`src/rtl/mem_arb_pkg.sv`:
```
// Shared types and helpers for the memory port arbiter.
// Contents: FSM state enum, transaction owner enum, counter-width helper.
package mem_arb_pkg;

  typedef enum logic {ST_IDLE, ST_BUSY} state_e;

  typedef enum logic {OWN_IF, OWN_D} owner_e;

  // Counter must hold MEM_LATENCY-1; one extra value keeps latency 1 at width 1.
  function automatic int unsigned cnt_width(input int unsigned latency);
    return $clog2(latency + 1);
  endfunction

endpackage

```
`src/rtl/mem_arb_grant.sv`:
```
// Combinational grant between the fetch and data requesters.
// Ports:
//   if_valid, d_valid   request valids
//   state               arbiter FSM state (grants only in ST_IDLE)
//   last_owner          previous transaction owner (only with ARB_ROUND_ROBIN_EN)
//   if_grant, d_grant   one-hot (or zero) grant
// Macro ARB_ROUND_ROBIN_EN: alternate on conflict; otherwise data has fixed priority.
module mem_arb_grant
  import mem_arb_pkg::*;
(
  input  logic   if_valid,
  input  logic   d_valid,
  input  state_e state,
`ifdef ARB_ROUND_ROBIN_EN
  input  owner_e last_owner,
`endif
  output logic   if_grant,
  output logic   d_grant
);

  // Grant policy; nothing is granted outside IDLE.
  always_comb begin
    if_grant = 1'b0;
    d_grant  = 1'b0;
    if (state == ST_IDLE) begin
      if (if_valid && d_valid) begin
`ifdef ARB_ROUND_ROBIN_EN
        if (last_owner == OWN_D) begin
          if_grant = 1'b1;
        end else begin
          d_grant = 1'b1;
        end
`else
        d_grant = 1'b1;
`endif
      end else begin
        if_grant = if_valid;
        d_grant  = d_valid;
      end
    end
  end

endmodule

```
`src/rtl/mem_port_arbiter.sv`:
```
// Shares one word-addressed memory port between instruction fetch and data
// load/store. One transaction at a time; mem_* held for MEM_LATENCY cycles,
// then a one-cycle response pulse to the owner.
// Ports:
//   clk, reset                  clock, synchronous active-high reset
//   if_req_*/if_addr/if_resp_*  fetch requester (read only)
//   d_req_*/d_addr/d_we/d_wdata/d_resp_*  data requester
//   mem_addr/mem_we/mem_wdata/mem_rdata   memory port (combinational read)
// Macro ARB_ROUND_ROBIN_EN: round-robin on conflict instead of data priority.
module mem_port_arbiter
  import mem_arb_pkg::*;
#(
  parameter int unsigned ADDR_W      = 32,
  parameter int unsigned DATA_W      = 32,
  parameter int unsigned MEM_LATENCY = 2
) (
  input  logic              clk,
  input  logic              reset,
  input  logic              if_req_valid,
  output logic              if_req_ready,
  input  logic [ADDR_W-1:0] if_addr,
  output logic              if_resp_valid,
  output logic [DATA_W-1:0] if_resp_data,
  input  logic              d_req_valid,
  output logic              d_req_ready,
  input  logic [ADDR_W-1:0] d_addr,
  input  logic              d_we,
  input  logic [DATA_W-1:0] d_wdata,
  output logic              d_resp_valid,
  output logic [DATA_W-1:0] d_resp_data,
  output logic [ADDR_W-1:0] mem_addr,
  output logic              mem_we,
  output logic [DATA_W-1:0] mem_wdata,
  input  logic [DATA_W-1:0] mem_rdata
);

  localparam int unsigned CNT_W = cnt_width(MEM_LATENCY);

  if (MEM_LATENCY < 1) begin : g_bad_latency
    $error("mem_port_arbiter: MEM_LATENCY must be at least 1");
  end

  state_e           state;
  owner_e           owner;
  logic [CNT_W-1:0] cnt;
  logic             we_q;
  logic             if_grant;
  logic             d_grant;
  logic             accept_if;
  logic             accept_d;
  logic             last_beat;

`ifdef ARB_ROUND_ROBIN_EN
  owner_e last_owner;
`endif

  mem_arb_grant u_grant (
    .if_valid   (if_req_valid),
    .d_valid    (d_req_valid),
    .state      (state),
`ifdef ARB_ROUND_ROBIN_EN
    .last_owner (last_owner),
`endif
    .if_grant   (if_grant),
    .d_grant    (d_grant)
  );

  assign if_req_ready = if_grant;
  assign d_req_ready  = d_grant;
  assign accept_if    = if_req_valid && if_grant;
  assign accept_d     = d_req_valid && d_grant;
  assign last_beat    = (state == ST_BUSY) && (cnt == '0);

  // Reset gates the strobe so a store caught by reset never commits.
  assign mem_we = last_beat && (owner == OWN_D) && we_q && !reset;

  // FSM, latency counter, memory-side latches and response registers.
  always_ff @(posedge clk) begin
    if (reset) begin
      state         <= ST_IDLE;
      owner         <= OWN_IF;
      cnt           <= '0;
      we_q          <= 1'b0;
      mem_addr      <= '0;
      mem_wdata     <= '0;
      if_resp_valid <= 1'b0;
      d_resp_valid  <= 1'b0;
      if_resp_data  <= '0;
      d_resp_data   <= '0;
    end else begin
      if_resp_valid <= 1'b0;
      d_resp_valid  <= 1'b0;
      case (state)
        ST_IDLE: begin
          if (accept_d) begin
            mem_addr  <= d_addr;
            mem_wdata <= d_wdata;
            we_q      <= d_we;
            owner     <= OWN_D;
            cnt       <= CNT_W'(MEM_LATENCY - 1);
            state     <= ST_BUSY;
          end else if (accept_if) begin
            mem_addr  <= if_addr;
            mem_wdata <= '0;
            we_q      <= 1'b0;
            owner     <= OWN_IF;
            cnt       <= CNT_W'(MEM_LATENCY - 1);
            state     <= ST_BUSY;
          end
        end
        ST_BUSY: begin
          if (cnt == '0) begin
            state <= ST_IDLE;
            if (owner == OWN_D) begin
              d_resp_valid <= 1'b1;
              d_resp_data  <= we_q ? '0 : mem_rdata;
            end else begin
              if_resp_valid <= 1'b1;
              if_resp_data  <= mem_rdata;
            end
          end else begin
            cnt <= cnt - CNT_W'(1);
          end
        end
        default: state <= ST_IDLE;
      endcase
    end
  end

`ifdef ARB_ROUND_ROBIN_EN
  // Owner of the most recent accept, used to alternate on conflict.
  always_ff @(posedge clk) begin
    if (reset) begin
      last_owner <= OWN_IF;
    end else if (accept_d) begin
      last_owner <= OWN_D;
    end else if (accept_if) begin
      last_owner <= OWN_IF;
    end
  end
`endif

endmodule

```
`config.mk`:
```
export PLATFORM = sky130hd
export DESIGN_NAME = mem_port_arbiter
export DESIGN_NICKNAME = d
export VERILOG_FILES = /design/src/rtl/mem_arb_pkg.sv /design/src/rtl/mem_arb_grant.sv /design/src/rtl/mem_port_arbiter.sv
export SDC_FILE = /design/constraint.sdc
export NUM_CORES = 1
export LEC_CHECK = 0
export CORE_AREA = 2 2 123 101
export DETAILED_ROUTE_END_ITERATION = 10
export DIE_AREA = 0 0 125 103
export PLACE_DENSITY = 0.84
export SLEW_MARGIN = 5
export SYNTH_ARGS = -nofsm -noshare
export SYNTH_HDL_FRONTEND = slang
export SYNTH_HIERARCHICAL = 1
export SYNTH_SLANG_ARGS = --single-unit
export TNS_END_PERCENT = 30
```
`constraint.sdc`:
```
create_clock -name clk -period 2.2 [get_ports clk]
set_input_delay 0.44 -clock clk [delete_from_list [all_inputs] [get_ports clk]]
set_output_delay 0.44 -clock clk [all_outputs]
set_load 0.03 [all_outputs]
```
==> results.yml <==
yosys:
  synth_top_cells_by_count: "dfxtp_1, nand2_1, a22o_1"
  syn_avg_cell_area_sq_um: 10.8
  ys.warnings.count: 6
  synth_top_area_share: 0.576
  syn_nets: 567
  synth_edf_count: 0
  seq_area_frac_synth: 0.576
  synth_seq_cells: 135
  synth_flop_cell: "dfxtp_1"
  yosysMostFrequentCell: "dfxtp_1"
  synth_async_sr_flop_share: 0
  ys_top_cells_by_area: "dfxtp_1, a22o_1, mux2i_1, o2bb2ai_1, nand2_1"
  synth.distinct_cells: 29
  synth_cells: 433
  yosysTopAreaCell: "dfxtp_1"
  synth_area_sq_mm: 0.00469
global_routing:
  grt_remaining_overflow: 0
  grt_pass1_wl_mm: 22.5
  grt_use_total: 0.220
  antenna_found_initial: 0
  grt_start_max_net_pins: 38
  grt_pass1_vias: 4414
run:
  maxCapViolations: 0
drt:
  vias: 4437
  first_iter_violations: 197
  drc_errors: 0
  drt-pass1-iter-count: 4
  drt-total-wl_mm: 15.0
  vias_per_cell: 5.14
  wl_per_cell_microns: 17.4
  ant_nets: 0
timing:
  clock.fmax_mhz: 471
  timing.final.setup_violations: 0
  period_share: 0.966
  hold_viol: 0
  slew_headroom: 0.214
  fin_hold_ws_ps: 352
  finalCriticalPeriod_ps: 2130
  drv_slew: 0
  grt_setup_unrepaired: "no"
  worst_pin_slew_ps: 1170
  skew_ps: 12.1
  worst_slack_ps: 74.6
floorplan:
  io_pins: 266
  die_x_microns: 125
  initial_core_util: 0.397
  core_area_sq_mm: 0.0118
  dieArea_sq_mm: 0.0129
  rows: 36
  fp.dieH_microns: 103
clock_tree:
  cts_buffers: 17
  clkTransAtPathRegs_ps: 60
  cts.htree.levels: 4
  clock_path_buffers: 2
  cts_sinks: 135
  cts_tree: "done"
  cts_hold_buf: 0
  root_buffer: "clkbuf_16"
  clk-insertion-delay-late_ps: 410
place:
  pre_cts_ws_ps: -5.62
  dp_cells: 831
  dpl_cell_area_sq_mm: 0.00752
  gp_congestion: 0.846
  port_buffers: 265
  dp_hpwl_mm: 10.6
status:
  status: "completed"
power_and_ir_drop:
  clkPwrFrac: 0.439
  p_leak_nw: 3.17
  power.total_mw: 6.88
  p_per_area_mw_per_mm2: 843
  p_int_mw: 5.10
  vdd_drop_max_v: 0.000494
  switching_share: 0.259
  p_seq_frac: 0.386
  comb_power_share: 0.175
  switchingPower_mw: 1.78
critical_path:
  crit_required_ps: 2540
  cp-end-kind: "register"
  cp.arrival_ps: 2470
  cp_cell_sequence: "inv_1, ha_1, nand3_1, buf_4, nor3_2, a22o_1"
  critical_path_class: "reg2reg"
  max_stage_delay_ps: 920
  cp_max_fo: 15
  crit_slowest_cell: "nor3_2"
  start_kind: "register"
layout:
  nFillCells: 877
  final_cells: 864
  n_antenna_cell: 0
  nets: 833
  drive_above_1_share: 0.0829
  syn2layout_area_growth_pct: 74.2
  final_cell_area_sq_mm: 0.00817
hold_path:
  hold_class: "in2reg"
cells by family after synthesis:
| logic type | after synthesis | share of synthesized area |
|---|---|---|
| AO/OA/AOI/OAI | 137 | 0.226 |
| flip-flops | 135 | 0.576 |
| AND/OR/NAND/NOR | 90 | 0.0832 |
| buffers and inverters | 38 | 0.0435 |
| multiplexers | 32 | 0.0683 |
| adder cells (fa/ha/maj) | 1 | 0.00267 |
final timing paths:
check / start / end / slack (ps) / depth (start not counted)
max: cnt[0] / d_resp_data[25] / 70 / 6
min: reset / d_resp_valid / 350 / 2
max reg2reg: cnt[0] / d_resp_data[25] / 70 / 6
min reg2reg: if_resp_data[13] / if_resp_data[13] / 460 / 2
state kept, by name, summed over array words and instances, names as in the netlist:
signal         flops
cnt                2
d_resp_data       32
d_resp_valid       1
if_resp_data      32
if_resp_valid      1
mem_addr          32
mem_wdata         32
owner              1
state              1
we_q               1
layer usage:
layer | share of wire | track usage | vias up
li1 | - | - | 2110
met1 | 0.41 | 0.246 | 2113
met2 | 0.50 | 0.394 | 194
met3 | 0.074 | 0.0727 | 20
met4 | 0.019 | 0.0855 | 0
met5 | 0 | 0 | -
what timing repair did:
| item | in CTS | in global routing |
|---|---|---|
| resized for setup | 2 | 2 |
| cloned | 0 | 1 |
| pin swaps | 0 | 1 |
| setup endpoints to repair | 1 | 31 |
| buffers inserted | 0 | 0 |
cell type report:
| type | instances | area, sq um | share of cell area |
|---|---|---|---|
| repair buffers | 281 | 2810 | 0.344 |
| flip-flops and latches | 135 | 2700 | 0.331 |
| multi-input cells | 261 | 1820 | 0.223 |
| clock buffers | 18 | 439 | 0.0538 |
| clock inverters | 14 | 198 | 0.0242 |
| well taps | 152 | 190 | 0.0233 |
| inverters | 3 | 11.3 | 0.00138 |
power groups by stage:
stage	Sequential (mW)	Clock [mW]	Combinational, mW
after floorplan	2.95	0	0.334
after global placement	2.70	0	1.17
after detailed placement	2.71	0	1.20
after CTS	2.66	3.07	1.21
after global routing	2.67	3.19	1.27
final	2.66	3.02	1.20
placed cells by master (no fill, tap or decap):
cell | synthesis | final
inv_1 | 3 | 3
a21oi_4 | 0 | 1
nor3b_2 | 1 | 1
a21o_1 | 1 | 1
clkinvlp_4 | 0 | 2
nand3b_1 | 3 | 3
bufinv_16 | 0 | 4
clkdlybuf4s50_1 | 0 | 261
and2_1 | 1 | 1
a221oi_1 | 1 | 1
o2bb2ai_1 | 32 | 32
inv_6 | 0 | 2
nor2b_1 | 1 | 1
a221o_1 | 1 | 1
or3_1 | 1 | 1
buf_12 | 0 | 4
nand2_2 | 1 | 1
clkinv_4 | 0 | 4
nor3_2 | 2 | 1
clkinv_2 | 0 | 2
nor2_1 | 6 | 5
clkbuf_8 | 0 | 1
nand3_1 | 2 | 2
buf_2 | 22 | 1
a22o_1 | 64 | 64
o21ai_0 | 1 | 1
and3_1 | 1 | 1
dfxtp_1 | 135 | 135
nor2_4 | 0 | 1
nor3_4 | 0 | 2
clkbuf_2 | 0 | 1
buf_4 | 5 | 14
and3b_1 | 1 | 1
a21oi_1 | 36 | 36
nand2_1 | 70 | 70
ha_1 | 1 | 1
clkbuf_16 | 0 | 17
mux2i_1 | 32 | 32
metrics by stage:
step / setup TNS [ps] / util
final: 0 / 0.692
after global routing: 0 / 0.692
after CTS: 0 / 0.691
after detailed placement: -11.9 / 0.638
after global placement: 0 / 0.638
after floorplan: 0 / -
worst max-delay path: cells and delay by family, from the launching register on:
| kind | cells | cell delay [ps] |
|---|---|---|
| DFF | 1 | 300 |
| AOI/OAI and AO/OA | 1 | 250 |
| buffers and inverters | 2 | 280 |
| and+or+nand+nor | 2 | 1040 |
| adders and majority gates | 1 | 200 |
No activity file was read; power rests on OpenSTA's default activity.
